[src/rtl/mem_bus_ctrl.sv]
// CPU-to-RAM/IO bus controller: decodes RAM, LED and switch addresses and sequences each access.
// Latency: reads strobe mem_ready 3 edges after command, writes 2; commands only taken in IDLE (no queueing).
module mem_bus_ctrl #(
    parameter int         RAM_AW   = 8,
    parameter logic [8:0] LED_ADDR = 9'h100,
    parameter logic [8:0] SW_ADDR  = 9'h140
) (
    input  logic              clk,
    input  logic              reset,
    input  logic [1:0]        mem_cmd,
    input  logic [8:0]        mem_addr,
    input  logic [15:0]       w_data,
    output logic [15:0]       r_data,
    output logic              mem_ready,
    output logic [RAM_AW-1:0] ram_addr,
    output logic              ram_we,
    output logic [15:0]       ram_din,
    input  logic [15:0]       ram_dout,
    input  logic [7:0]        sw,
    output logic [7:0]        led,
    output logic              bus_err
);

    typedef enum logic [2:0] {
        IDLE    = 3'd0,
        RD_WAIT = 3'd1,
        RD_CAP  = 3'd2,
        WR      = 3'd3,
        DONE    = 3'd4
    } state_t;

    localparam logic [1:0] CMD_RD  = 2'b01;
    localparam logic [1:0] CMD_WR  = 2'b10;
    localparam logic [1:0] CMD_ILL = 2'b11;

    state_t      state_q;
    logic [8:0]  addr_q;
    logic [15:0] data_q;
    logic [15:0] r_data_q;
    logic [7:0]  led_q;
    logic        bus_err_q;
    logic        mem_ready_q;
    logic        ram_we_q;
    logic [7:0]  sw_meta_q;
    logic [7:0]  sw_sync_q;

    logic        req_unmapped;
    logic        lat_is_ram;
    logic        lat_is_led;
    logic        lat_is_sw;
    logic [15:0] rd_data_d;

    always_comb begin
        req_unmapped = mem_addr[8] && (mem_addr != LED_ADDR) && (mem_addr != SW_ADDR);
        lat_is_ram   = ~addr_q[8];
        lat_is_led   = (addr_q == LED_ADDR);
        lat_is_sw    = (addr_q == SW_ADDR);
        rd_data_d    = 16'h0000;
        if (lat_is_ram) begin
            rd_data_d = ram_dout;
        end else if (lat_is_sw) begin
            rd_data_d = {8'h00, sw_sync_q};
        end
    end

    always_ff @(posedge clk) begin
        if (!reset) begin
            state_q     <= IDLE;
            addr_q      <= '0;
            data_q      <= '0;
            r_data_q    <= '0;
            led_q       <= '0;
            bus_err_q   <= 1'b0;
            mem_ready_q <= 1'b0;
            ram_we_q    <= 1'b0;
            sw_meta_q   <= '0;
            sw_sync_q   <= '0;
        end else begin
            sw_meta_q   <= sw;
            sw_sync_q   <= sw_meta_q;
            mem_ready_q <= 1'b0;
            ram_we_q    <= 1'b0;
            case (state_q)
                IDLE: begin
                    case (mem_cmd)
                        CMD_RD: begin
                            addr_q  <= mem_addr;
                            state_q <= RD_WAIT;
                            if (req_unmapped) bus_err_q <= 1'b1;
                        end
                        CMD_WR: begin
                            addr_q   <= mem_addr;
                            data_q   <= w_data;
                            ram_we_q <= ~mem_addr[8];
                            state_q  <= WR;
                            if (req_unmapped) bus_err_q <= 1'b1;
                        end
                        CMD_ILL: bus_err_q <= 1'b1;
                        default: state_q <= IDLE;
                    endcase
                end
                // RAM samples ram_addr this edge; its output is captured in RD_CAP.
                RD_WAIT: state_q <= RD_CAP;
                RD_CAP: begin
                    r_data_q    <= rd_data_d;
                    mem_ready_q <= 1'b1;
                    state_q     <= DONE;
                end
                WR: begin
                    if (lat_is_led) led_q <= data_q[7:0];
                    mem_ready_q <= 1'b1;
                    state_q     <= DONE;
                end
                DONE:    state_q <= IDLE;
                default: state_q <= IDLE;
            endcase
        end
    end

    assign r_data    = r_data_q;
    assign mem_ready = mem_ready_q;
    assign ram_addr  = addr_q[RAM_AW-1:0];
    assign ram_we    = ram_we_q;
    assign ram_din   = data_q;
    assign led       = led_q;
    assign bus_err   = bus_err_q;

endmodule

[config.mk]
export PLATFORM = sky130hd
export DESIGN_NAME = mem_bus_ctrl
export DESIGN_NICKNAME = d
export VERILOG_FILES = /design/src/rtl/mem_bus_ctrl.sv
export SDC_FILE = /design/constraint.sdc
export NUM_CORES = 1
export LEC_CHECK = 0
export CORE_ASPECT_RATIO = 0.7
export CORE_UTILIZATION = 47
export CTS_CLUSTER_DIAMETER = 30
export DETAILED_ROUTE_END_ITERATION = 10
export GPL_ROUTABILITY_DRIVEN = 0
export PLACE_DENSITY = 0.94
export SLEW_MARGIN = 20
export SYNTH_ARGS = -nofsm -noshare
export SYNTH_HDL_FRONTEND = slang
export SYNTH_SLANG_ARGS = --single-unit
export TNS_END_PERCENT = 20
[constraint.sdc]
create_clock -name clk -period 2.8 [get_ports clk]
set_input_delay 0.56 -clock clk [delete_from_list [all_inputs] [get_ports clk]]
set_output_delay 0.56 -clock clk [all_outputs]
set_load 0.01 [all_outputs]
==> metrics.txt <==
# TYPE chip_impl_metric gauge
chip_impl_info{name="status",value="completed"} 1
chip_impl_metric{name="post_synth_inst_count",unit=""} 287
chip_impl_metric{name="finalHoldViolations",unit=""} 0
chip_impl_info{name="synthFlopType",value="dfxtp_1"} 1
chip_impl_metric{name="synth_top_cell_area_share",unit=""} 0.504
chip_impl_metric{name="maxClockFrequency",unit="MHz"} 488
chip_impl_metric{name="setup_viol_count_final",unit=""} 0
chip_impl_metric{name="critical-path-max-stage-delay",unit="ns"} 0.74
chip_impl_metric{name="wire_length_of_the_first_global_routing_pass",unit="um"} 10100
chip_impl_metric{name="ys_types",unit=""} 32
chip_impl_metric{name="post-layout-total-power",unit="mW"} 2.17
chip_impl_metric{name="synth-seq-area-share",unit=""} 0.504
chip_impl_metric{name="worst_slew_margin_rel",unit=""} 0.546
chip_impl_metric{name="initial_utilization",unit=""} 0.490
chip_impl_metric{name="cts.hold.buffers_added",unit=""} 0
chip_impl_metric{name="wl_per_cell",unit="um"} 13.8
chip_impl_metric{name="fp-row-count",unit=""} 23
chip_impl_metric{name="die_w",unit="um"} 94.6
chip_impl_metric{name="avgViaCountPerCell",unit=""} 5.02
chip_impl_metric{name="dp_hpwl",unit="um"} 4570
chip_impl_info{name="clockRootBuffer",value="clkbuf_8"} 1
chip_impl_metric{name="totalWireLength",unit="um"} 6380
chip_impl_info{name="netlist_top_cells_count",value="71 x dfxtp_1, 56 x nand2_1, 24 x a21boi_0"} 1
chip_impl_info{name="critical_path_class",value="in -> reg"} 1
chip_impl_metric{name="async_flop_share",unit=""} 0
chip_impl_metric{name="areaGrowthSynthToFinish",unit="%"} 42.2
chip_impl_metric{name="antenna_violating_nets_post_route",unit=""} 0
chip_impl_metric{name="critPathMaxFanout",unit=""} 17
chip_impl_info{name="timing.critical_path.cells",value="clkdlybuf4s50_1, ha_1, or4b_1, nand2_1, a21boi_0"} 1
chip_impl_metric{name="top_level_ports",unit=""} 104
chip_impl_metric{name="stdcell_area",unit="sq mm"} 0.00401
chip_impl_metric{name="drt_first_pass_iters",unit=""} 4
chip_impl_metric{name="synth-edff-count",unit=""} 0
chip_impl_metric{name="ir_worst_vdd",unit="V"} 0.000312
chip_impl_metric{name="worst_setup_hold_path_clk_slew",unit="ns"} 0.08
chip_impl_info{name="element_type_at_the_critical_path_end",value="flop"} 1
chip_impl_info{name="cp_slowest_cell",value="or4b_1"} 1
chip_impl_metric{name="fin_skew",unit="ns"} 0.00802
chip_impl_info{name="netlist_top_cells_area",value="dfxtp_1 50%, nand2_1 7.5%, a21boi_0 6.4%, mux2i_1 6.0%, and2_1 3.6%"} 1
chip_impl_metric{name="grt_max_degree",unit=""} 52
chip_impl_info{name="cts_tree",value="done"} 1
chip_impl_metric{name="timing_max_transition_violations_final",unit=""} 0
chip_impl_metric{name="timing.setup.tns",unit="ns"} 0
chip_impl_metric{name="worst_pin_slew",unit="ns"} 0.680
chip_impl_metric{name="worst-endpoint-required",unit="ns"} 3.01
chip_impl_metric{name="postSynthRegisterBits",unit=""} 71
chip_impl_info{name="rsz_0062_raised_after_global_routing",value="no"} 1
chip_impl_info{name="synth_largest_area_cell",value="dfxtp_1"} 1
chip_impl_metric{name="layout.nets",unit=""} 437
chip_impl_metric{name="p_leak",unit="nW"} 1.46
chip_impl_metric{name="clock_insertion_delay_worst_skew",unit="ns"} 0.33
chip_impl_metric{name="first_global_vias",unit=""} 2231
chip_impl_metric{name="global_route.usage.total",unit=""} 0.213
chip_impl_metric{name="cts-root-to-sink-buffers",unit=""} 2
chip_impl_metric{name="yosysWarningCount",unit=""} 0
chip_impl_metric{name="worstPathArrival",unit="ns"} 2.26
chip_impl_metric{name="placed_area",unit="sq mm"} 0.00383
chip_impl_metric{name="die_height",unit="um"} 66.8
chip_impl_metric{name="max_cap_violations",unit=""} 0
chip_impl_metric{name="clock_tree.htree_level_count",unit=""} 3
chip_impl_metric{name="cts_buffers",unit=""} 9
chip_impl_metric{name="dieArea",unit="sq mm"} 0.00632
chip_impl_metric{name="antennaDiodeCount",unit=""} 0
chip_impl_metric{name="num_vias",unit=""} 2316
chip_impl_metric{name="cts.sink_count",unit=""} 71
chip_impl_metric{name="initial_antenna_violation_count",unit=""} 0
chip_impl_metric{name="fillers",unit=""} 446
chip_impl_metric{name="grt_remaining_overflow",unit=""} 0
chip_impl_metric{name="post-cts-setup-buffers",unit=""} 0
chip_impl_metric{name="drt-initial-drc-count",unit=""} 57
chip_impl_metric{name="final_util",unit=""} 0.697
chip_impl_metric{name="p_per_area",unit="mW/mm^2"} 542
chip_impl_metric{name="netlist_area",unit="sq mm"} 0.00282
chip_impl_info{name="holdCritPathClass",value="reg -> reg"} 1
chip_impl_info{name="synthMostInstantiatedCell",value="dfxtp_1"} 1
chip_impl_metric{name="io_buffers",unit=""} 103
chip_impl_info{name="critPathLaunchType",value="input port"} 1
chip_impl_metric{name="syn_nets",unit=""} 343
chip_impl_metric{name="fin_crit",unit="ns"} 2.05
chip_impl_metric{name="post_cts.resized_instances",unit=""} 0
chip_impl_metric{name="layout-drive-gt1-share",unit=""} 0.0829
chip_impl_metric{name="core",unit="sq mm"} 0.00576
chip_impl_metric{name="final.period_utilization",unit=""} 0.732
chip_impl_metric{name="post-route-drc-count",unit=""} 0
chip_impl_metric{name="post_synth.cell_area_avg",unit="sq um"} 9.82
-- layout make-up --
cell class	instances	area (sq um)	share of cell area
tap	75	93.8	0.0234
clock inverter	6	36.3	0.00905
multi-input combinational	186	1230	0.306
sequential	71	1420	0.355
clock buffer	10	138	0.0343
inverter	2	7.51	0.00187
timing repair buffer	111	1090	0.271
-- cells by family after synthesis --
| family | after synthesis | share of synthesized area |
|---|---|---|
| muxes | 17 | 0.0604 |
| DFF | 71 | 0.504 |
| and+or+nand+nor | 122 | 0.257 |
| adders and majority gates | 3 | 0.0133 |
| buffers and inverters | 30 | 0.0608 |
| AOI/OAI and AO/OA | 44 | 0.105 |
-- registers in the layout (all words and copies together), names as in the netlist --
register   count
led            8
r_data        16
ram_we         1
state_q        3
mem_ready      1
sw_meta_q      8
bus_err        1
ram_din       16
sw_sync_q      8
addr_q         9
-- through the flow --
stage | setup WS (ns) | hold WS [ns] | std cells
final | 0.750 | 0.428 | 461
after global routing | 0.630 | 0.439 | 461
after CTS | 0.756 | 0.434 | 461
after detailed placement | 0.388 | 0.418 | 445
after global placement | 0.489 | 0.413 | 445
after floorplan | 1.09 | 0.412 | 287
-- cell usage in the layout, fill, tap and decap left out, types with 3 or more instances in the layout --
master and instances:
clkdlybuf4s50_1 102, o21ai_0 8, dfxtp_1 71, nand2b_1 8, a21boi_0 24, a31oi_1 8, mux2i_1 17, and2_1 16
nand2_1 56, nand3b_1 8, clkbuf_8 10, nor2b_1 9, buf_4 8, ha_1 3, nand4_1 8, clkinv_2 4
-- power breakdown --
group          switching, mW  internal (mW)
logic                  0.144          0.213
registers             0.0469           1.06
clock network          0.364          0.340
total                  0.555           1.62
-- worst max-delay path, delay by kind of cell --
kind            cells  cell delay (ns)
simple gates        2             0.91
buf+inv             1             0.51
fa+ha+maj           1             0.19
compound gates      1             0.10
-- final timing paths --
path / from / endpoint / slack (ns) / depth (start not counted)
worst max-delay path: mem_cmd[1] / ram_din[14]$_SDFFE_PN0P_ / 0.75 / 5
worst min-delay path: sw_meta_q[0]$_SDFF_PN0_ / sw_sync_q[0]$_SDFF_PN0_ / 0.43 / 1
worst max register to register: addr_q[8]$_SDFFE_PN0P_ / led[1]$_SDFFE_PN0P_ / 0.83 / 4
worst min register to register: sw_meta_q[0]$_SDFF_PN0_ / sw_sync_q[0]$_SDFF_PN0_ / 0.43 / 1
-- metal layers --
| layer | wire length, um | share of wire | track usage |
|---|---|---|---|
| met1 | 2940 | 0.46 | 0.254 |
| met2 | 2900 | 0.45 | 0.354 |
| met3 | 476 | 0.075 | 0.0731 |
| met4 | 59 | 0.0093 | 0.0814 |
| met5 | 0 | 0 | 0 |
Power figures use the tool's default switching activity.
